===== config.mk =====
export PLATFORM = sky130hd
export DESIGN_NAME = cache_fill_arbiter_flat
export DESIGN_NICKNAME = d
export VERILOG_FILES = /design/src/rtl/cache_fill_arbiter_pkg.sv /design/src/rtl/cache_fill_arbiter_if.sv /design/src/rtl/cache_fill_arbiter_fill_sequencer.sv /design/src/rtl/cache_fill_arbiter.sv /design/src/flat_wrapper.sv
export SDC_FILE = /design/constraint.sdc
export NUM_CORES = 1
export LEC_CHECK = 0
export CAP_MARGIN = 20
export CELL_PAD_IN_SITES_DETAIL_PLACEMENT = 0
export CELL_PAD_IN_SITES_GLOBAL_PLACEMENT = 1
export CORE_ASPECT_RATIO = 1.1
export CORE_MARGIN = 5
export CORE_UTILIZATION = 30
export CTS_BUF_LIST = sky130_fd_sc_hd__clkbuf_4
export DETAILED_ROUTE_END_ITERATION = 10
export GPL_ROUTABILITY_DRIVEN = 0
export MAX_ROUTING_LAYER = met4
export PLACE_DENSITY = 0.8
export SLEW_MARGIN = 0
export SYNTH_ARGS = -nofsm -noshare
export SYNTH_HDL_FRONTEND = slang
export SYNTH_SLANG_ARGS = --single-unit

===== constraint.sdc =====
create_clock -name clk -period 2.4 [get_ports clk]
set_input_delay 0.72 -clock clk [delete_from_list [all_inputs] [get_ports clk]]
set_output_delay 0.72 -clock clk [all_outputs]
set_load 0.05 [all_outputs]

===== src/rtl/cache_fill_arbiter_pkg.sv =====
// Shared types for the unified-memory fill arbiter: FSM states, grant sides,
// block geometry and a saturating counter helper.
// Imported by the arbiter top; the sequencer is purely parameter driven.
package wisc_mem_pkg;

  typedef enum logic [1:0] {
    IDLE,
    WRITE,
    ISSUE,
    DRAIN
  } arb_state_t;

  typedef enum logic {
    GNT_I,
    GNT_D
  } grant_t;

  // Bytes per cache block for the default 8 x 16-bit word geometry.
  localparam int BLOCK_BYTES = 16;

  // Increment that sticks at all-ones instead of wrapping.
  function automatic logic [15:0] sat_inc16(input logic [15:0] v);
    return (v == 16'hFFFF) ? v : v + 16'd1;
  endfunction

endpackage


===== src/rtl/cache_fill_arbiter_if.sv =====
// Bundle of cache-side request/fill signals and memory-side request/return
// signals around the fill arbiter. master = arbiter view, slave = caches+memory.
// Perf counter outputs exist only when ARB_PERF_CNT_EN is defined.
interface cache_fill_arbiter_if #(
  parameter int BLOCK_WORDS = 8,
  parameter int ADDR_W      = 16
);
  localparam int IDX_W = $clog2(BLOCK_WORDS);

  logic              ic_miss;
  logic [ADDR_W-1:0] ic_addr;
  logic              dc_miss;
  logic [ADDR_W-1:0] dc_addr;
  logic              dc_wr;
  logic [15:0]       dc_wdata;

  logic              mem_en;
  logic              mem_wr;
  logic [ADDR_W-1:0] mem_addr;
  logic [15:0]       mem_wdata;
  logic [15:0]       mem_rdata;
  logic              mem_valid;

  logic [15:0]       fill_data;
  logic [IDX_W-1:0]  fill_idx;
  logic              ic_fill_we;
  logic              dc_fill_we;
  logic              ic_done;
  logic              dc_done;
  logic              ic_busy;
  logic              dc_busy;

`ifdef ARB_PERF_CNT_EN
  logic [15:0]       ic_fill_cnt;
  logic [15:0]       dc_fill_cnt;
  logic [15:0]       wait_cyc_cnt;
`endif

  modport master (
    input  ic_miss, ic_addr, dc_miss, dc_addr, dc_wr, dc_wdata,
    input  mem_rdata, mem_valid,
    output mem_en, mem_wr, mem_addr, mem_wdata,
    output fill_data, fill_idx, ic_fill_we, dc_fill_we,
    output ic_done, dc_done, ic_busy, dc_busy
`ifdef ARB_PERF_CNT_EN
    , output ic_fill_cnt, dc_fill_cnt, wait_cyc_cnt
`endif
  );

  modport slave (
    output ic_miss, ic_addr, dc_miss, dc_addr, dc_wr, dc_wdata,
    output mem_rdata, mem_valid,
    input  mem_en, mem_wr, mem_addr, mem_wdata,
    input  fill_data, fill_idx, ic_fill_we, dc_fill_we,
    input  ic_done, dc_done, ic_busy, dc_busy
`ifdef ARB_PERF_CNT_EN
    , input ic_fill_cnt, dc_fill_cnt, wait_cyc_cnt
`endif
  );

endinterface


===== src/rtl/cache_fill_arbiter_fill_sequencer.sv =====
// Block fill bookkeeping: read-issue counter, return counter, block-aligned address.
// Latency: address is combinational from the issue counter; counters step on posedge.
// Backpressure: none; issue_en/rx_en are driven by the arbiter FSM each cycle.
module fill_sequencer #(
  parameter int BLOCK_WORDS = 8,
  parameter int ADDR_W      = 16
) (
  input  logic                           clk,
  input  logic                           rst_n,
  input  logic                           clear,
  input  logic                           issue_en,
  input  logic                           rx_en,
  input  logic [ADDR_W-1:0]              req_addr,
  output logic [ADDR_W-1:0]              rd_addr,
  output logic [$clog2(BLOCK_WORDS)-1:0] rx_idx,
  output logic                           issue_last,
  output logic                           rx_last
);
  localparam int IDX_W = $clog2(BLOCK_WORDS);
  // One extra bit so the issue counter can step past the last word without wrapping.
  localparam int CNT_W = IDX_W + 1;
  localparam logic [ADDR_W-1:0] BLK_MASK = ADDR_W'(2 * BLOCK_WORDS - 1);
  localparam logic [CNT_W-1:0]  LAST_CNT = CNT_W'(BLOCK_WORDS - 1);

  logic [CNT_W-1:0]  issue_cnt;
  logic [CNT_W-1:0]  rx_cnt;
  logic [ADDR_W-1:0] base;

  // Clear on a new grant, then count issued reads and accepted returns.
  always_ff @(posedge clk or negedge rst_n) begin
    if (!rst_n) begin
      issue_cnt <= '0;
      rx_cnt    <= '0;
    end else if (clear) begin
      issue_cnt <= '0;
      rx_cnt    <= '0;
    end else begin
      if (issue_en) issue_cnt <= issue_cnt + CNT_W'(1);
      if (rx_en)    rx_cnt    <= rx_cnt + CNT_W'(1);
    end
  end

  assign base       = req_addr & ~BLK_MASK;
  assign rd_addr    = base + (ADDR_W'(issue_cnt) << 1);
  assign rx_idx     = rx_cnt[IDX_W-1:0];
  assign issue_last = (issue_cnt == LAST_CNT);
  assign rx_last    = (rx_cnt == LAST_CNT);

endmodule


===== src/rtl/cache_fill_arbiter.sv =====
// Shares one memory between I-fills, D-fills and D write-through stores.
// Latency: grant registered 1 cycle after request; store done in WRITE cycle; fill done with last return.
// Backpressure: requesters stall on ic_busy/dc_busy; optional perf counters under ARB_PERF_CNT_EN.
module cache_fill_arbiter
  import wisc_mem_pkg::*;
#(
  parameter int BLOCK_WORDS = 8,
  parameter int MEM_LATENCY = 4,
  parameter int ADDR_W      = 16
) (
  input logic                  clk,
  input logic                  rst_n,
  cache_fill_arbiter_if.master bus
);
  localparam int IDX_W = $clog2(BLOCK_WORDS);
  // With MEM_LATENCY >= BLOCK_WORDS the first return cannot precede the last
  // issue, so a return seen during ISSUE can only be a stray and is dropped.
  localparam bit EARLY_RET = (MEM_LATENCY < BLOCK_WORDS);

  arb_state_t        st_q, st_d;
  grant_t            gnt_q, gnt_d;
  grant_t            last_q, last_d;
  grant_t            pick;
  logic              take;
  logic              accept;
  logic              rx_done;
  logic              in_service;
  logic [ADDR_W-1:0] addr_q;
  logic [15:0]       wdata_q;
  logic [ADDR_W-1:0] rd_addr;
  logic [IDX_W-1:0]  rx_idx;
  logic              issue_last;
  logic              rx_last;

  fill_sequencer #(
    .BLOCK_WORDS (BLOCK_WORDS),
    .ADDR_W      (ADDR_W)
  ) u_seq (
    .clk        (clk),
    .rst_n      (rst_n),
    .clear      (take),
    .issue_en   (st_q == ISSUE),
    .rx_en      (accept),
    .req_addr   (addr_q),
    .rd_addr    (rd_addr),
    .rx_idx     (rx_idx),
    .issue_last (issue_last),
    .rx_last    (rx_last)
  );

  // Pick a side: a lone requester wins, contention goes to the side not served last.
  always_comb begin
    pick = (last_q == GNT_I) ? GNT_D : GNT_I;
    if (bus.dc_miss && !bus.ic_miss) begin
      pick = GNT_D;
    end else if (bus.ic_miss && !bus.dc_miss) begin
      pick = GNT_I;
    end
  end

  // Next state and grant capture; requests are only looked at in IDLE.
  always_comb begin
    st_d   = st_q;
    gnt_d  = gnt_q;
    last_d = last_q;
    take   = 1'b0;
    unique case (st_q)
      IDLE: begin
        if (bus.ic_miss || bus.dc_miss) begin
          take   = 1'b1;
          gnt_d  = pick;
          last_d = pick;
          st_d   = (pick == GNT_D && bus.dc_wr) ? WRITE : ISSUE;
        end
      end
      WRITE: st_d = IDLE;
      ISSUE: begin
        if (rx_done) begin
          st_d = IDLE;
        end else if (issue_last) begin
          st_d = DRAIN;
        end
      end
      DRAIN: begin
        if (rx_done) st_d = IDLE;
      end
      default: st_d = IDLE;
    endcase
  end

  // FSM and grant registers.
  always_ff @(posedge clk or negedge rst_n) begin
    if (!rst_n) begin
      st_q   <= IDLE;
      gnt_q  <= GNT_I;
      last_q <= GNT_I;
    end else begin
      st_q   <= st_d;
      gnt_q  <= gnt_d;
      last_q <= last_d;
    end
  end

  // Hold the granted address and store data for the whole service so a
  // requester changing its inputs mid-service has no effect.
  always_ff @(posedge clk or negedge rst_n) begin
    if (!rst_n) begin
      addr_q  <= '0;
      wdata_q <= '0;
    end else if (take) begin
      addr_q  <= (pick == GNT_D) ? bus.dc_addr : bus.ic_addr;
      wdata_q <= bus.dc_wdata;
    end
  end

  // Memory request drive: one store beat in WRITE, one read per cycle in ISSUE.
  always_comb begin
    bus.mem_en    = 1'b0;
    bus.mem_wr    = 1'b0;
    bus.mem_addr  = '0;
    bus.mem_wdata = '0;
    case (st_q)
      WRITE: begin
        bus.mem_en    = 1'b1;
        bus.mem_wr    = 1'b1;
        bus.mem_addr  = addr_q;
        bus.mem_wdata = wdata_q;
      end
      ISSUE: begin
        bus.mem_en   = 1'b1;
        bus.mem_addr = rd_addr;
      end
      default: ;
    endcase
  end

  // Returns count only while a fill is in flight; IDLE/WRITE returns are ignored.
  assign accept     = bus.mem_valid && ((st_q == DRAIN) || (EARLY_RET && st_q == ISSUE));
  assign rx_done    = accept && rx_last;
  assign in_service = (st_q != IDLE);

  assign bus.fill_data  = accept ? bus.mem_rdata : 16'h0000;
  assign bus.fill_idx   = accept ? rx_idx : '0;
  assign bus.ic_fill_we = accept && (gnt_q == GNT_I);
  assign bus.dc_fill_we = accept && (gnt_q == GNT_D);
  assign bus.ic_done    = rx_done && (gnt_q == GNT_I);
  assign bus.dc_done    = (st_q == WRITE) || (rx_done && (gnt_q == GNT_D));
  assign bus.ic_busy    = bus.ic_miss || ((gnt_q == GNT_I) && in_service);
  assign bus.dc_busy    = bus.dc_miss || ((gnt_q == GNT_D) && in_service);

`ifdef ARB_PERF_CNT_EN
  logic [15:0] ic_fill_cnt_q;
  logic [15:0] dc_fill_cnt_q;
  logic [15:0] wait_cyc_cnt_q;
  logic        ic_wait;
  logic        dc_wait;

  assign ic_wait = bus.ic_miss && !((gnt_q == GNT_I) && in_service);
  assign dc_wait = bus.dc_miss && !((gnt_q == GNT_D) && in_service);

  // Completed block fills per side and cycles with an unserved request, all saturating.
  always_ff @(posedge clk or negedge rst_n) begin
    if (!rst_n) begin
      ic_fill_cnt_q  <= '0;
      dc_fill_cnt_q  <= '0;
      wait_cyc_cnt_q <= '0;
    end else begin
      if (rx_done && gnt_q == GNT_I) ic_fill_cnt_q <= sat_inc16(ic_fill_cnt_q);
      if (rx_done && gnt_q == GNT_D) dc_fill_cnt_q <= sat_inc16(dc_fill_cnt_q);
      if (ic_wait || dc_wait)        wait_cyc_cnt_q <= sat_inc16(wait_cyc_cnt_q);
    end
  end

  assign bus.ic_fill_cnt  = ic_fill_cnt_q;
  assign bus.dc_fill_cnt  = dc_fill_cnt_q;
  assign bus.wait_cyc_cnt = wait_cyc_cnt_q;
`endif

endmodule

===== src/flat_wrapper.sv =====
// flat-port wrapper written by rule: the top's interface ports become plain ports
module cache_fill_arbiter_flat import wisc_mem_pkg::*;
#(
  parameter int BLOCK_WORDS = 8,
  parameter int MEM_LATENCY = 4,
  parameter int ADDR_W      = 16
)
  (clk, rst_n, bus_ic_miss, bus_ic_addr, bus_dc_miss, bus_dc_addr, bus_dc_wr, bus_dc_wdata, bus_mem_rdata, bus_mem_valid, bus_mem_en, bus_mem_wr, bus_mem_addr, bus_mem_wdata, bus_fill_data, bus_fill_idx, bus_ic_fill_we, bus_dc_fill_we, bus_ic_done, bus_dc_done, bus_ic_busy, bus_dc_busy);
  cache_fill_arbiter_if #(.BLOCK_WORDS(BLOCK_WORDS), .ADDR_W(ADDR_W)) bus_i ();
  input logic clk;
  input logic rst_n;
  input wire logic [$bits(bus_i.ic_miss)-1:0] bus_ic_miss;
  input wire logic [$bits(bus_i.ic_addr)-1:0] bus_ic_addr;
  input wire logic [$bits(bus_i.dc_miss)-1:0] bus_dc_miss;
  input wire logic [$bits(bus_i.dc_addr)-1:0] bus_dc_addr;
  input wire logic [$bits(bus_i.dc_wr)-1:0] bus_dc_wr;
  input wire logic [$bits(bus_i.dc_wdata)-1:0] bus_dc_wdata;
  input wire logic [$bits(bus_i.mem_rdata)-1:0] bus_mem_rdata;
  input wire logic [$bits(bus_i.mem_valid)-1:0] bus_mem_valid;
  output wire logic [$bits(bus_i.mem_en)-1:0] bus_mem_en;
  output wire logic [$bits(bus_i.mem_wr)-1:0] bus_mem_wr;
  output wire logic [$bits(bus_i.mem_addr)-1:0] bus_mem_addr;
  output wire logic [$bits(bus_i.mem_wdata)-1:0] bus_mem_wdata;
  output wire logic [$bits(bus_i.fill_data)-1:0] bus_fill_data;
  output wire logic [$bits(bus_i.fill_idx)-1:0] bus_fill_idx;
  output wire logic [$bits(bus_i.ic_fill_we)-1:0] bus_ic_fill_we;
  output wire logic [$bits(bus_i.dc_fill_we)-1:0] bus_dc_fill_we;
  output wire logic [$bits(bus_i.ic_done)-1:0] bus_ic_done;
  output wire logic [$bits(bus_i.dc_done)-1:0] bus_dc_done;
  output wire logic [$bits(bus_i.ic_busy)-1:0] bus_ic_busy;
  output wire logic [$bits(bus_i.dc_busy)-1:0] bus_dc_busy;
  assign bus_i.ic_miss = bus_ic_miss;
  assign bus_i.ic_addr = bus_ic_addr;
  assign bus_i.dc_miss = bus_dc_miss;
  assign bus_i.dc_addr = bus_dc_addr;
  assign bus_i.dc_wr = bus_dc_wr;
  assign bus_i.dc_wdata = bus_dc_wdata;
  assign bus_i.mem_rdata = bus_mem_rdata;
  assign bus_i.mem_valid = bus_mem_valid;
  assign bus_mem_en = bus_i.mem_en;
  assign bus_mem_wr = bus_i.mem_wr;
  assign bus_mem_addr = bus_i.mem_addr;
  assign bus_mem_wdata = bus_i.mem_wdata;
  assign bus_fill_data = bus_i.fill_data;
  assign bus_fill_idx = bus_i.fill_idx;
  assign bus_ic_fill_we = bus_i.ic_fill_we;
  assign bus_dc_fill_we = bus_i.dc_fill_we;
  assign bus_ic_done = bus_i.ic_done;
  assign bus_dc_done = bus_i.dc_done;
  assign bus_ic_busy = bus_i.ic_busy;
  assign bus_dc_busy = bus_i.dc_busy;
  cache_fill_arbiter #(.BLOCK_WORDS(BLOCK_WORDS), .MEM_LATENCY(MEM_LATENCY), .ADDR_W(ADDR_W)) u_core (.clk(clk), .rst_n(rst_n), .bus(bus_i));
endmodule

== After elaboration in Yosys (flattened, before gate mapping) ==
Index checks and enable logic that the tools add are counted.

* Register bits after elaboration: 43
* Output and inout bits: 59
* Logic and storage cells: 65

* Add/sub/neg operators: 3
* Equality and inequality tests: 8
* Multiplexer cells: 22
* Bitwise gates (word level): 1
* Reductions and logical operators: 25

{| class="wikitable"
|+ Operators with widths
! cell !! count
|-
| $mux 16 || 3
|-
| $pmux 16 s2 || 1
|-
| $add 16x5->16 || 1
|-
| $mux 4 || 4
|-
| $logic_and 1x1->1 || 11
|-
| $mux 2 || 5
|-
| $add 4x1->4 const B || 2
|-
| $eq 4x3->1 const B || 2
|-
| $pmux 2 s4 || 1
|-
| $mux 1 || 7
|-
| $reduce_bool 2->1 || 3
|-
| $logic_or 1x1->1 || 5
|-
| $eq 2x2->1 const B || 2
|-
| $ne 2x1->1 const B || 2
|-
| $mux 3 || 1
|-
| $ne 3x1->1 const B || 1
|-
| $reduce_and 3->1 || 1
|-
| $eq 2x1->1 const B || 1
|-
| $logic_not 1->1 || 2
|-
| $logic_not 2->1 || 1
|-
| $reduce_and 2->1 || 1
|-
| $reduce_or 2->1 || 1
|-
| $not 1->1 || 1
|}

== Longest topological paths before layout ==
Gate-level depths: netlist of the first run.

* Word-level depth: 8
* Depth in mapped cells: 8

== Hierarchy ==
A second synthesis of the first run with hierarchy kept.

* Cells, all modules: 286
* Area total of the unflattened synthesis: 2713.9 sq um

{| class="wikitable"
|+ Modules (own cells, without submodules)
! module !! times used !! cells each !! area each (sq um) !! sequential area each (sq um)
|-
| cache_fill_arbiter || 1 || 214 || 2089.5 || 875.8
|-
| fill_sequencer || 1 || 72 || 624.3 || 200.2
|}

== Least setup slack after synthesis of the first run ==
Ideal clock, no wire load.

* Kind: register -> output
* Start point: register u_core.st_q[0]
* End point: output bus_mem_addr[12]
* Arrival time: 2.960 ns
* Data required time: 1.680 ns
* Slack: -1.280 ns
* Stages on the path, launching flop included: 5
* Path buffers: 0
* Cells stage by stage: dfrtp_1 > inv_1 > ha_1 > nand2_1 > o41ai_1

* Longest elaborated chain between the ends: 2

{| class="wikitable"
|+ RTL lines
! item !! RTL line !! source
|-
| start: declaration || cache_fill_arbiter.sv:20 || <nowiki>arb_state_t st_q, st_d;</nowiki>
|-
| start signal: assignment || cache_fill_arbiter.sv:98 || <nowiki>st_q <= st_d;</nowiki>
|-
| $eq 2x2->1 / $eq 2x1->1 (equally long branches) || cache_fill_arbiter.sv:122 || <nowiki>case (st_q)</nowiki>
|-
| $pmux 16 s2 (*) || cache_fill_arbiter.sv:122 ||
|-
| end: declaration || flat_wrapper.sv:22 || <nowiki>output wire logic [$bits(bus_i.mem_addr)-1:0] bus_mem_addr;</nowiki>
|}

Every way passes the cells marked *; elsewhere a longest branch is shown, timed or not.

== Worst setup path in the final report of the first run ==
* Start point: register u_core.u_seq.issue_cnt[3]
* End point: output bus_mem_addr[8]

* Longest elaborated chain between the ends: 2

{| class="wikitable"
|+ RTL lines
! item !! RTL line !! source
|-
| start: declaration || cache_fill_arbiter_fill_sequencer.sv:25 || <nowiki>logic [CNT_W-1:0] issue_cnt;</nowiki>
|-
| start signal: assignment || cache_fill_arbiter_fill_sequencer.sv:38 || <nowiki>if (issue_en) issue_cnt <= issue_cnt + CNT_W'(1);</nowiki>
|-
| $add 16x5->16 || cache_fill_arbiter_fill_sequencer.sv:44 || <nowiki>assign rd_addr = base + (ADDR_W'(issue_cnt) << 1);</nowiki>
|-
| $pmux 16 s2 || cache_fill_arbiter.sv:122 ||
|}

Every way passes these cells.

==> results_dict.tcl, run 1 <==
set metrics [dict create \
    power.total_mw 7.278 \
    outcome "finished with violations" \
    yosys.cell_types.count 42 \
    drc 0 \
    synth_top_family_by_area "simple AND/OR/NAND/NOR gates" \
    ys_top_cells_by_count "78 x nand2_1, 43 x dfrtp_1, 41 x and2_1" \
    detail_route.vias_per_cell 4.796 \
    via_count 2863 \
    io_pins 129 \
    slowest_stage "dfrtp_1" \
    num_antenna_cells 0 \
    slew_headroom 0.5996 \
    first_global_vias 2943 \
    violations "setup timing" \
    setup_slack_ns -0.2764 \
    start_kind "register" \
    synth_fa_ha_area_frac 0.04161 \
    area_delta_synth_final_pct 114.2 \
    grt_util_met1 0.1976 \
    arrival_ns 1.96 \
    fin_crit_sh 1.115 \
    clock_sinks 43 \
    worst_path_most_repeated_cell "ha_4" \
    skew_ns 0.005208 \
    end_kind "output pin" \
    rsz0062_at_grt "yes" \
    synth_xor_area_frac 0.01964 \
    yosys.area_share.simple 0.2871 \
    dr.first_iter.drc_count 86 \
    synth_mux_area_frac 0.07527 \
    synth_ff_type "dfrtp_1" \
    grt.busiest_layer "met2" \
    fmax_mhz 373.6 \
    synth-seq-area-share 0.4021 \
    cts_hold_buffers 0 \
    required_ns 1.68 \
    clk_transition_reported_paths_ns 0.13 \
    synth-seq-cells 43 \
    synth.avg_cell_area_um2 8.390 \
    yosys.cell_count.top_type "nand2_1" \
    dieArea_um2 10910 \
    syn_inst 319 \
    num_rows 36 \
    track_usage 0.1744 \
    stdcell_count 597 \
    synth-edff-count 0 \
    power_density_nw_per_um2 1270 \
    ir_drop_mv 0.5018 \
    setup_violations 54 \
    p_leak_nw 2.528 \
    place_ws_ns -0.2216 \
    htree_levels 2 \
    reg2reg_slack_ns 0.64 \
    dp_hpwl_um 6397 \
    yosys_warnings 0 \
    critPathMaxFanout 2 \
    dp_cells 568 \
    async_flop_share 1.000 \
    slowest_delay_ns 0.43 \
    grt_max_degree 49 \
    finalSetupTns_ns -6.797 \
    max_cap_violations 0 \
    synth_area_um2 2676 \
    core_um2 8783 \
    ff2ff_path_depth 6 \
    die_y_um 109.1 \
    grt_util_met2 0.3127 \
    min_path_type "in -> async" \
    synth.largest_area_cell "dfrtp_1" \
    cts-buffers-inserted 5 \
    synth_compound_area_frac 0.1290 \
    yosys-top-cells-area "dfrtp_1 40%, nand2_1 11%, and2_1 9.6%" \
    nets 560 \
    worst_slew_pin_slew_ns 0.6007 \
    path_cells "ha_4, ha_4, buf_6, nand3_4, or3_4, a21boi_4, buf_12" \
    drive_gt1_frac 0.4410 \
    wl_per_cell_um 15.61 \
    antenna_found_initial 0 \
    fillers 698 \
    ant_nets 0 \
    hold_viol 0 \
    gr-total-overflow 0 \
    finalWirelength_um 9317 \
    die_w_um 100.1 \
    portBuffers 128 \
    grt_util_met3 0.03519 \
    insertion_delay_ns 0.36 \
    drv_slew 0 \
    cts-root-buf "clkbuf_4" \
    clockBufferDepth 2 \
    dr.pass1.iters 4 \
    syn_nets 397 \
    initial_core_util 0.3047 \
    layout_min_cycle_time_ns 2.676 \
    synth_top_area_frac 0.4021 \
    tritoncts "yes" \
    grt_pass1_wl_um 14740 \
    crit_type "reg -> out" \
]
==> registers in the layout, summed over array words and instances, names as in the netlist <==
| name | flops |
|---|---|
| u_core.addr_q | 16 |
| u_core.gnt_q | 1 |
| u_core.st_q | 2 |
| u_core.u_seq.issue_cnt | 4 |
| u_core.u_seq.rx_cnt | 4 |
| u_core.wdata_q | 16 |
==> area by class of cell <==
class                      instances  area, µm²  area share
timing repair buffer             176       2460      0.4292
sequential                        43       1081      0.1886
clock buffer                       6      45.04    0.007859
clock inverter                     2      12.51    0.002183
inverter                           6      22.52    0.003929
tap                              114      142.6     0.02489
multi-input combinational        250       1968      0.3434
==> metal layers <==
| layer | vias up | share of wire |
|---|---|---|
| li1 | 1402 | - |
| met1 | 1364 | 0.39 |
| met2 | 80 | 0.55 |
| met3 | 17 | 0.046 |
| met4 | 0 | 0.015 |
| met5 | - | 0 |
==> critical path: cells and delay by family, from the launching register on <==
kind / cells / cell delay (ns)
AO/OA/AOI/OAI: 1 / 0.18
adder cells (fa/ha/maj): 2 / 0.32
buffers and inverters: 2 / 0.25
flip-flops: 1 / 0.43
AND/OR/NAND/NOR: 2 / 0.42
==> what timing repair did <==
action / 4_1_cts / 5_1_grt
setup endpoints to repair: 55 / 56
gates resized for setup: 111 / 10
cloned: 5 / 1
buffers inserted: 11 / 7
pin swaps: 27 / 37
==> logic make-up after synthesis <==
group                    count (synthesis)
AO/OA/AOI/OAI                           56
XOR/XNOR                                 6
adder cells (fa/ha/maj)                  9
buffers and inverters                   26
flip-flops                              43
multiplexers                            20
AND/OR/NAND/NOR                        159
==> stage by stage <==
stage	utilization	hold WS (ns)	instance area, µm²
2_1_floorplan	-	0.4244	2877
3_3_place_gp	0.5739	0.4487	5041
3_5_place_dp	0.5739	0.4539	5041
4_1_cts	0.6417	0.3674	5637
5_1_grt	0.6526	0.3819	5732
6_report	0.6526	0.3468	5732
==> placed cells by master (no fill, tap or decap), types with 6 or more instances in the layout <==
cell type | synthesis | routed
clkdlybuf4s50_1 | 0 | 67
and2_4 | 0 | 40
nor2_1 | 14 | 11
nand2_1 | 78 | 76
ha_4 | 0 | 6
buf_12 | 0 | 66
buf_4 | 0 | 25
mux2i_1 | 19 | 19
o21ai_1 | 16 | 15
buf_6 | 2 | 9
dfrtp_1 | 43 | 39
nand4_1 | 6 | 6
nor2b_4 | 0 | 7
clkbuf_4 | 0 | 6
==> path summary, 6_finish.rpt <==
path,endpoint,startpoint
setup reg to reg,u_core.st_q[0],u_core.u_seq.rx_cnt[0]
hold reg to reg,u_core.wdata_q[12],u_core.wdata_q[12]
min in group clk,u_core.wdata_q[12],u_core.wdata_q[12]
setup / recovery,bus_mem_addr[8],u_core.u_seq.issue_cnt[3]
hold / removal,u_core.wdata_q[6],rst_n
max in group asynchronous,u_core.addr_q[10],rst_n
==> report_power, final <==
group	switching, mW	internal [mW]
combinational	2.67	2.79
sequential	0.389	1.06
clock	0.241	0.125
total	3.30	3.97
No activity file was read; power rests on OpenSTA's default activity.
==> run 2: changes to the inputs <==
--- a/config.mk
+++ b/config.mk
@@ -14,6 +14,7 @@
 export CTS_BUF_LIST = sky130_fd_sc_hd__clkbuf_4
 export DETAILED_ROUTE_END_ITERATION = 10
 export GPL_ROUTABILITY_DRIVEN = 0
+export HOLD_SLACK_MARGIN = 0.08
 export MAX_ROUTING_LAYER = met4
 export PLACE_DENSITY = 0.8
 export SLEW_MARGIN = 0
==> results of run 2 <==
Same layout as run 1: the final DEF is identical, and so are final timing and power.
